<file path="config.mk">
export PLATFORM = sky130hd
export DESIGN_NAME = fwft_fifo_ctl
export DESIGN_NICKNAME = d
export VERILOG_FILES = /design/src/rtl/fwft_fifo_ctl.sv
export SDC_FILE = /design/constraint.sdc
export NUM_CORES = 1
export LEC_CHECK = 0
export BUFFER_PORTS_ARGS = -buffer_cell sky130_fd_sc_hd__buf_4
export CAP_MARGIN = 20
export CELL_PAD_IN_SITES_DETAIL_PLACEMENT = 1
export CELL_PAD_IN_SITES_GLOBAL_PLACEMENT = 2
export CORE_MARGIN = 4
export CORE_UTILIZATION = 48
export CTS_CLUSTER_SIZE = 40
export DETAILED_ROUTE_END_ITERATION = 12
export PLACE_DENSITY_LB_ADDON = 0.05
export RECOVER_POWER = 100
export SYNTH_ARGS = -nofsm -noshare
export SYNTH_HDL_FRONTEND = slang
export SYNTH_SLANG_ARGS = --single-unit
export TNS_END_PERCENT = 10
</file>
<file path="constraint.sdc">
create_clock -name clk -period 6.35 [get_ports clk]
set_input_delay 0.3175 -clock clk [delete_from_list [all_inputs] [get_ports clk]]
set_output_delay 0.3175 -clock clk [all_outputs]
set_load 0.05 [all_outputs]
</file>
<file path="src/rtl/fwft_fifo_ctl.sv">
// fwft_fifo_ctl: synchronous first-word-fall-through FIFO for any DEPTH >= 2,
// including non-power-of-two depths. Provides an occupancy count,
// almost-full/almost-empty thresholds and optional sticky error flags.
// Optional feature macro: FWFT_FIFO_ERR_EN (sticky overflow/underflow with err_clr).
// The head word lives in an output register; memory holds entries 2..count.
module fwft_fifo_ctl #(
   parameter int unsigned DWIDTH    = 32,
   parameter int unsigned DEPTH     = 6,
   parameter int unsigned AFULL_TH  = DEPTH - 1,
   parameter int unsigned AEMPTY_TH = 1,
   localparam int unsigned CWIDTH   = $clog2(DEPTH + 1)
) (
   input  logic              clk,
   input  logic              rst_n,
   input  logic              write,
   input  logic [DWIDTH-1:0] din,
   input  logic              read,
   output logic [DWIDTH-1:0] dout,
   output logic              full,
   output logic              empty,
   output logic              almost_full,
   output logic              almost_empty,
   output logic [CWIDTH-1:0] count,
   input  logic              err_clr,
   output logic              overflow,
   output logic              underflow
);

   localparam int unsigned IWIDTH = (DEPTH > 1) ? $clog2(DEPTH) : 1;

   logic [CWIDTH-1:0] count_q, count_d;
   logic [IWIDTH-1:0] wr_idx_q, wr_idx_d;
   logic [IWIDTH-1:0] rd_idx_q, rd_idx_d;
   logic [DWIDTH-1:0] head_q, head_d;
   logic [DWIDTH-1:0] mem_q [DEPTH];

   logic wen, ren;
   logic load_din, load_mem, mem_we;

   // Indices wrap by explicit compare so non-power-of-two depths work.
   function automatic logic [IWIDTH-1:0] idx_next(input logic [IWIDTH-1:0] idx);
      return (idx == IWIDTH'(DEPTH - 1)) ? '0 : idx + IWIDTH'(1);
   endfunction

   // Status flags are decoded purely from the registered count.
   assign full         = (count_q == CWIDTH'(DEPTH));
   assign empty        = (count_q == '0);
   assign almost_full  = (count_q >= CWIDTH'(AFULL_TH));
   assign almost_empty = (count_q <= CWIDTH'(AEMPTY_TH));
   assign count        = count_q;
   assign dout         = head_q;

   // Accept decisions, head-register load selection and next-state values.
   always_comb begin
      wen      = write & ~full;
      ren      = read & ~empty;
      // Head takes din when it is empty, or is being popped with nothing behind it.
      load_din = wen && ((count_q == '0) || (ren && (count_q == CWIDTH'(1))));
      load_mem = !load_din && ren && (count_q >= CWIDTH'(2));
      mem_we   = wen && !load_din;

      head_d   = head_q;
      wr_idx_d = wr_idx_q;
      rd_idx_d = rd_idx_q;
      count_d  = count_q;

      if (load_din) begin
         head_d = din;
      end else if (load_mem) begin
         head_d   = mem_q[rd_idx_q];
         rd_idx_d = idx_next(rd_idx_q);
      end

      if (mem_we) begin
         wr_idx_d = idx_next(wr_idx_q);
      end

      unique case ({wen, ren})
         2'b10:   count_d = count_q + CWIDTH'(1);
         2'b01:   count_d = count_q - CWIDTH'(1);
         default: count_d = count_q;
      endcase
   end

   // Control state and head register, cleared asynchronously.
   always_ff @(posedge clk or negedge rst_n) begin
      if (!rst_n) begin
         count_q  <= '0;
         wr_idx_q <= '0;
         rd_idx_q <= '0;
         head_q   <= '0;
      end else begin
         count_q  <= count_d;
         wr_idx_q <= wr_idx_d;
         rd_idx_q <= rd_idx_d;
         head_q   <= head_d;
      end
   end

   // Storage array; contents are don't-care after reset.
   always_ff @(posedge clk) begin
      if (mem_we) begin
         mem_q[wr_idx_q] <= din;
      end
   end

`ifdef FWFT_FIFO_ERR_EN
   logic ovf_q, ovf_d;
   logic unf_q, unf_d;

   // Sticky error flags; a new error wins over a coincident clear.
   always_comb begin
      ovf_d = ovf_q;
      unf_d = unf_q;
      if (err_clr) begin
         ovf_d = 1'b0;
         unf_d = 1'b0;
      end
      if (write && full) begin
         ovf_d = 1'b1;
      end
      if (read && empty) begin
         unf_d = 1'b1;
      end
   end

   // Error flag registers.
   always_ff @(posedge clk or negedge rst_n) begin
      if (!rst_n) begin
         ovf_q <= 1'b0;
         unf_q <= 1'b0;
      end else begin
         ovf_q <= ovf_d;
         unf_q <= unf_d;
      end
   end

   assign overflow  = ovf_q;
   assign underflow = unf_q;
`else
   logic unused_err_clr;

   assign unused_err_clr = err_clr;
   assign overflow       = 1'b0;
   assign underflow      = 1'b0;
`endif

endmodule

</file>
==> impl_metrics.tcl, run 1 <==
set metrics [dict create \
    total_power_uw 5460 \
    cts_max_level 1 \
    io_buffers 74 \
    synth_area_sq_um 9420 \
    violations "max-capacitance violations, max-slew violations" \
    clk_path_buf_depth 3 \
    cts_tree "done" \
    yosys-top-cells-count "edfxtp_1 (192), mux2i_1 (65), dfrtp_1 (41), nand2_1 (36)" \
    drive_gt1_share_pct 10.9 \
    clockRootBuffer "clkbuf_16" \
    top_usage_layer "met2" \
    clk-insertion-delay-late_ps 510 \
    cts_hold_buf 1 \
    timing.rr.end "mem_q[5][29]$_DFFE_PP_" \
    vias 5225 \
    critical_path_required_ps 6440 \
    slew_violations 260 \
    ff_latch_area_sq_um 6800 \
    die_y_um 148 \
    reg2regPathDepth 7 \
    rows 50 \
    hold_slack_ps 140 \
    die_x_um 148 \
    hpwl_mm 11.5 \
    worst_pin_slew_ps 2880 \
    grt_start_max_net_pins 68 \
    start_kind "register" \
    max_cap_viol_count 8 \
    cts_buffers 25 \
    grt-ovfl-total 0 \
    synth_edf_count 192 \
    fin_setup_tns_ps 0 \
    clk_pin_slew_ps 60 \
    grt_pass1_wl_mm 33.8 \
    ys_seq_area_share_pct 72.1 \
    postSynthAreaPerCell_sq_um 17.0 \
    cellPowerDensity_nw_per_um2 518 \
    syn_inst 555 \
    rsz0062_at_grt "no" \
    place_congestion 0.731 \
    antenna_found_initial 0 \
    multi_input_area_sq_um 2190 \
    fin_crit_ps 4240 \
    ys.warnings.count 0 \
    grtUsageMet1_pct 26.9 \
    met2_usage_pct 34.4 \
    area_growth_pct 11.9 \
    first_pass_iters 4 \
    synthDominantCellAreaShare_pct 61.2 \
    grt_usage_pct 20.2 \
    setup_viol 0 \
    critPathKind "reg -> reg" \
    fill_cells 1788 \
    critPathMaxFanout 25 \
    leakagePower_uw 0.00363 \
    cts.sinks 233 \
    startpoint "count[1]$_DFFE_PN0P_" \
    ant_nets 0 \
    slew-limit-headroom_pct -91.7 \
    layout.nets 677 \
    io_pins 78 \
    post_cts_buffers 0 \
    r2r_start "count[1]$_DFFE_PN0P_" \
    synth.area.top_cells "edfxtp_1 (61%), dfrtp_1 (11%), mux2i_1 (6.9%)" \
    crit_path_end_kind "register" \
    cts_resized 0 \
    max_freq_mhz 236 \
    core_area_sq_um 19000 \
    synth.most_common_cell "edfxtp_1" \
    finalCritPeriodShare_pct 66.8 \
    status "finished with violations" \
    grt_pass1_vias 5836 \
    async_flop_share_pct 17.6 \
    ys_types 37 \
    synth_top_area_cell "edfxtp_1" \
    post_drt_wl_per_cell_um 23.7 \
    n_antenna_cell 0 \
    r2r_slack_ps 2110 \
    dieArea_sq_um 21900 \
    cp_data_arrival_time_ps 4330 \
    drc 0 \
    dp_slack_ps 3540 \
    synthFlopType "edfxtp_1" \
    cp-endpoint "mem_q[5][29]$_DFFE_PP_" \
    drt-total-wl_mm 21.6 \
    vdd_drop_max_mv 0.236 \
    viasPerCell 5.73 \
    initialDrtViolationCount 298 \
    use_met3_pct 3.29 \
    start_util_pct 49.5 \
    fin_ws_ps 2110 \
    skew_ps 8.63 \
    ys_ff_latch 233 \
    finalHoldViolCount 0 \
    hold_class "in -> reg" \
]
flip-flops by register name, indices dropped and copies added (netlist names):
register	cells
count	3
dout	32
mem_q	192
rd_idx_q	3
wr_idx_q	3
layout by cell type (no fill, tap or decap), types with 2 or more instances in the layout:
cell type / instances
edfxtp_1: 192
clkbuf_1: 86
mux2i_1: 65
dfrtp_1: 40
nand2_1: 35
o22ai_1: 32
a22o_1: 32
o311ai_0: 32
clkbuf_16: 25
nand3_1: 21
nand3_2: 11
nor2_1: 8
buf_4: 7
ha_1: 6
clkbuf_8: 6
nor2b_1: 5
nand2b_1: 4
inv_1: 4
o21ai_0: 4
xnor2_1: 4
clkinv_2: 3
nor2_4: 2
mux2_2: 2
o21ai_4: 2
conb_1: 2
bufinv_16: 2
how the worst min path moves through the flow:
stage,from,endpoint,depth (start not counted)
2_1_floorplan,rst_n,count[0]$_DFFE_PN0P_,0
3_3_place_gp,rst_n,count[0]$_DFFE_PN0P_,1
3_5_place_dp,rst_n,count[1]$_DFFE_PN0P_,1
4_1_cts,din[7],mem_q[1][7]$_DFFE_PP_,1
5_1_grt,din[18],mem_q[5][18]$_DFFE_PP_,1
6_report,din[17],mem_q[2][17]$_DFFE_PP_,1
per-stage QoR:
step / util [%] / cells / instance area, sq um
after floorplan: - / 556 / 9420
after global placement: 53.7 / 865 / 10200
after detailed placement: 53.7 / 865 / 10200
after CTS: 58.1 / 911 / 11000
after global routing: 55.4 / 912 / 10500
final: 55.4 / 912 / 10500
cell families after synthesis:
| kind of cell | Yosys count | share of synthesized area, % |
|---|---|---|
| multiplexers | 68 | 7.31 |
| buffers and inverters | 41 | 2.84 |
| AND/OR/NAND/NOR | 96 | 5.38 |
| adder cells (fa/ha/maj) | 6 | 0.797 |
| XOR/XNOR | 4 | 0.372 |
| flip-flops | 233 | 72.1 |
| AO/OA/AOI/OAI | 106 | 11.1 |
| other | 1 | 0.0398 |
power breakdown:
group / total, uW / switching (uW) / internal (uW)
clock network: 1440 / 563 / 874
logic: 1840 / 1300 / 544
registers: 2180 / 190 / 1990
total: 5460 / 2050 / 3410
per-layer routing:
metal | vias up | wire (um)
met1 | 2683 | 8990
met3 | 31 | 1390
li1 | 2354 | -
met4 | 0 | 450
met2 | 157 | 10800
met5 | - | 0
final cells by class:
type | count | share of cell area (%)
clock buffer | 38 | 6.97
timing repair buffer | 88 | 3.67
clock inverter | 7 | 0.820
tap | 260 | 3.09
multi-input combinational | 282 | 20.8
sequential | 233 | 64.5
inverter | 4 | 0.143
critical path, stage by stage, from the launching register on:
cell and delay (ps):
dfrtp_1 480, inv_1 130, ha_1 260, a211oi_1 230
o21ai_0 200, or2_0 390, nor2_1 650, clkbuf_1 1460
(Power assumes the default switching activity.)
==> inputs of run 2 (changes only) <==
--- a/config.mk
+++ b/config.mk
@@ -10,7 +10,7 @@
 export CELL_PAD_IN_SITES_DETAIL_PLACEMENT = 1
 export CELL_PAD_IN_SITES_GLOBAL_PLACEMENT = 2
 export CORE_MARGIN = 4
-export CORE_UTILIZATION = 48
+export CORE_UTILIZATION = 44
 export CTS_CLUSTER_SIZE = 40
 export DETAILED_ROUTE_END_ITERATION = 12
 export PLACE_DENSITY_LB_ADDON = 0.05
==> constraint.sdc (replaced) <==
create_clock -name clk -period 4.1 [get_ports clk]
set_input_delay 0.205 -clock clk [delete_from_list [all_inputs] [get_ports clk]]
set_output_delay 0.205 -clock clk [all_outputs]
set_load 0.05 [all_outputs]
==> run 2 against run 1 <==
  * The flow now finishes without violations
  * Routed wire length rose by 4.5%
  * Clock skew rose by 10 ps
  * Clock power rose by 54%
  * Critical path depth did not move
  * Worst setup slack got worse by 1300 ps
  * Clock-buffer cell count fell by 6
  * Cell area rose by 4.3%
  * Core utilization fell by 3.1 points
  * Register-to-register slack got worse by 1300 ps
  * Maximum frequency rose by 30%
  * Highest routed layer unchanged
==> impl_metrics.tcl, run 2 (synthesis results as in run 1) <==
set metrics [dict create \
    status "finished, final reports clean" \
    total_power_uw 8600 \
    clk_path_buf_depth 3 \
    finalHoldViolCount 0 \
    critPathKind "reg -> reg" \
    cp_cell_sequence "inv_1 > ha_1 > a211oi_1 > o21ai_0 > nand2b_1 > nor2_4 > clkbuf_1" \
    post_cts_buffers 0 \
    core_area_sq_um 21000 \
    worst_pin_slew_ps 1300 \
    cts_max_level 1 \
    area_growth_pct 16.7 \
    viasPerCell 5.60 \
    skew_ps 18.6 \
    ant_nets 0 \
    fin_ws_ps 830 \
    grt_usage_pct 19.1 \
    slew-limit-headroom_pct 13.1 \
    slowest_stage "clkbuf_1" \
    min_from "write" \
    cts_buffers 25 \
    hold_slack_ps 135 \
    cts.sinks 233 \
    max_freq_mhz 306 \
    r2r_start "count[1]$_DFFE_PN0P_" \
    utilization_pct 52.3 \
    first_pass_iters 5 \
    vdd_drop_max_mv 0.494 \
    crit_buf_inv 2 \
    clk-insertion-delay-late_ps 510 \
    internal-power_uw 5340 \
    die_x_um 154 \
    p_seq_share_pct 38.9 \
    finalCritPeriodShare_pct 79.8 \
    clkPwrFrac_pct 25.8 \
    crit_family "simple AND/OR/NAND/NOR gates" \
    cts_tree "done" \
    cp_data_arrival_time_ps 3390 \
    hpwl_mm 12.9 \
    top_usage_layer "met2" \
    clk_pin_slew_ps 60 \
    io_pins 78 \
    reg2regPathDepth 7 \
    start_util_pct 44.8 \
    regMostFlops "mem_q" \
    rows 53 \
    slew_violations 0 \
    hold_class "in -> reg" \
    critical_path_required_ps 4220 \
    drc 0 \
    leakagePower_uw 0.00383 \
    layout.nets 717 \
    rsz0062_at_grt "no" \
    largest_reg_flops 192 \
    die_y_um 154 \
    vias 5414 \
    cpPeakStageDelay_ps 780 \
    cts_hold_buf 33 \
    layout_commonest_cell "edfxtp_1" \
    fin_crit_ps 3270 \
    switchingPower_uw 3260 \
    io_buffers 74 \
    antenna_found_initial 0 \
    grt_start_max_net_pins 65 \
    start_kind "register" \
    critPathMaxFanout 18 \
    r2r_slack_ps 830 \
    met2_usage_pct 34.7 \
    drt-total-wl_mm 22.6 \
    min_path_cells 4 \
    timing.rr.end "mem_q[4][28]$_DFFE_PP_" \
    clockRootBuffer "clkbuf_16" \
    post_drt_wl_per_cell_um 23.4 \
    combPwrFrac_pct 35.2 \
    dieArea_sq_um 23800 \
    cellPowerDensity_nw_per_um2 783 \
    setup_viol 0 \
    hold_path_end "wr_idx_q[0]$_DFFE_PN0P_" \
    use_met3_pct 3.05 \
    grt-ovfl-total 0 \
    place_congestion 0.721 \
    swShare_pct 37.9 \
    grt_pass1_vias 5985 \
    dp_slack_ps 1230 \
    grtUsageMet1_pct 24.0 \
    crit_path_end_kind "register" \
    cts_resized 0 \
    grt_pass1_wl_mm 35.1 \
    final_cell_mix "edfxtp_1 (192), clkbuf_1 (82), mux2i_1 (65)" \
    max_cap_viol_count 0 \
    drive_gt1_share_pct 12.1 \
    n_antenna_cell 0 \
    initialDrtViolationCount 283 \
]
-- run 2: stage by stage --
stage / cell area [sq um] / instances / setup TNS (ps)
floorplan: 9420 / 556 / -6510
global placement: 10300 / 888 / 0
detailed placement: 10300 / 888 / 0
CTS: 11400 / 966 / 0
global route: 11000 / 967 / 0
finish: 11000 / 967 / 0
-- run 2: area by class of cell --
| cell class | instances | area (sq um) |
|---|---|---|
| Clock buffer | 32 | 662 |
| Clock inverter | 13 | 145 |
| Tap cell | 275 | 344 |
| Fill cell | 2028 | 10000 |
| Inverter | 4 | 15.0 |
| Timing Repair Buffer | 128 | 786 |
| Sequential cell | 233 | 6800 |
| Multi-Input combinational cell | 282 | 2240 |
-- run 2: worst reg2reg max path, delay by kind of cell (launching register included) --
family / cells / cell delay [ps]
simple gates: 2 / 910
compound gates: 2 / 370
flops: 1 / 460
fa+ha+maj: 1 / 250
buf+inv: 2 / 900
-- run 2: worst max path at each step --
stage,startpoint,slack (ps),to,depth (start not counted)
finish,count[1]$_DFFE_PN0P_,830,mem_q[4][28]$_DFFE_PP_,7
global route,count[1]$_DFFE_PN0P_,610,mem_q[0][30]$_DFFE_PP_,7
CTS,count[1]$_DFFE_PN0P_,1240,mem_q[4][28]$_DFFE_PP_,7
detailed placement,count[1]$_DFFE_PN0P_,1230,mem_q[4][19]$_DFFE_PP_,7
global placement,count[1]$_DFFE_PN0P_,1320,mem_q[4][14]$_DFFE_PP_,7
floorplan,count[1]$_DFFE_PN0P_,-200,mem_q[0][0]$_DFFE_PP_,6
-- run 2: power by group through the flow --
stage	clock (uW)	combinational [uW]	sequential [uW]
4_1_cts	2270	3340	3490
5_1_grt	2390	3260	3400
2_1_floorplan	0	1890	3900
3_3_place_gp	0	3210	3500
6_report	2220	3030	3350
3_5_place_dp	0	3300	3520
-- run 2: per-layer routing --
| layer | part of all wire, % | wire length [um] |
|---|---|---|
| met5 | 0 | 0 |
| met4 | 1.9 | 437 |
| met3 | 4.6 | 1050 |
| met2 | 52 | 11800 |
| met1 | 41 | 9310 |
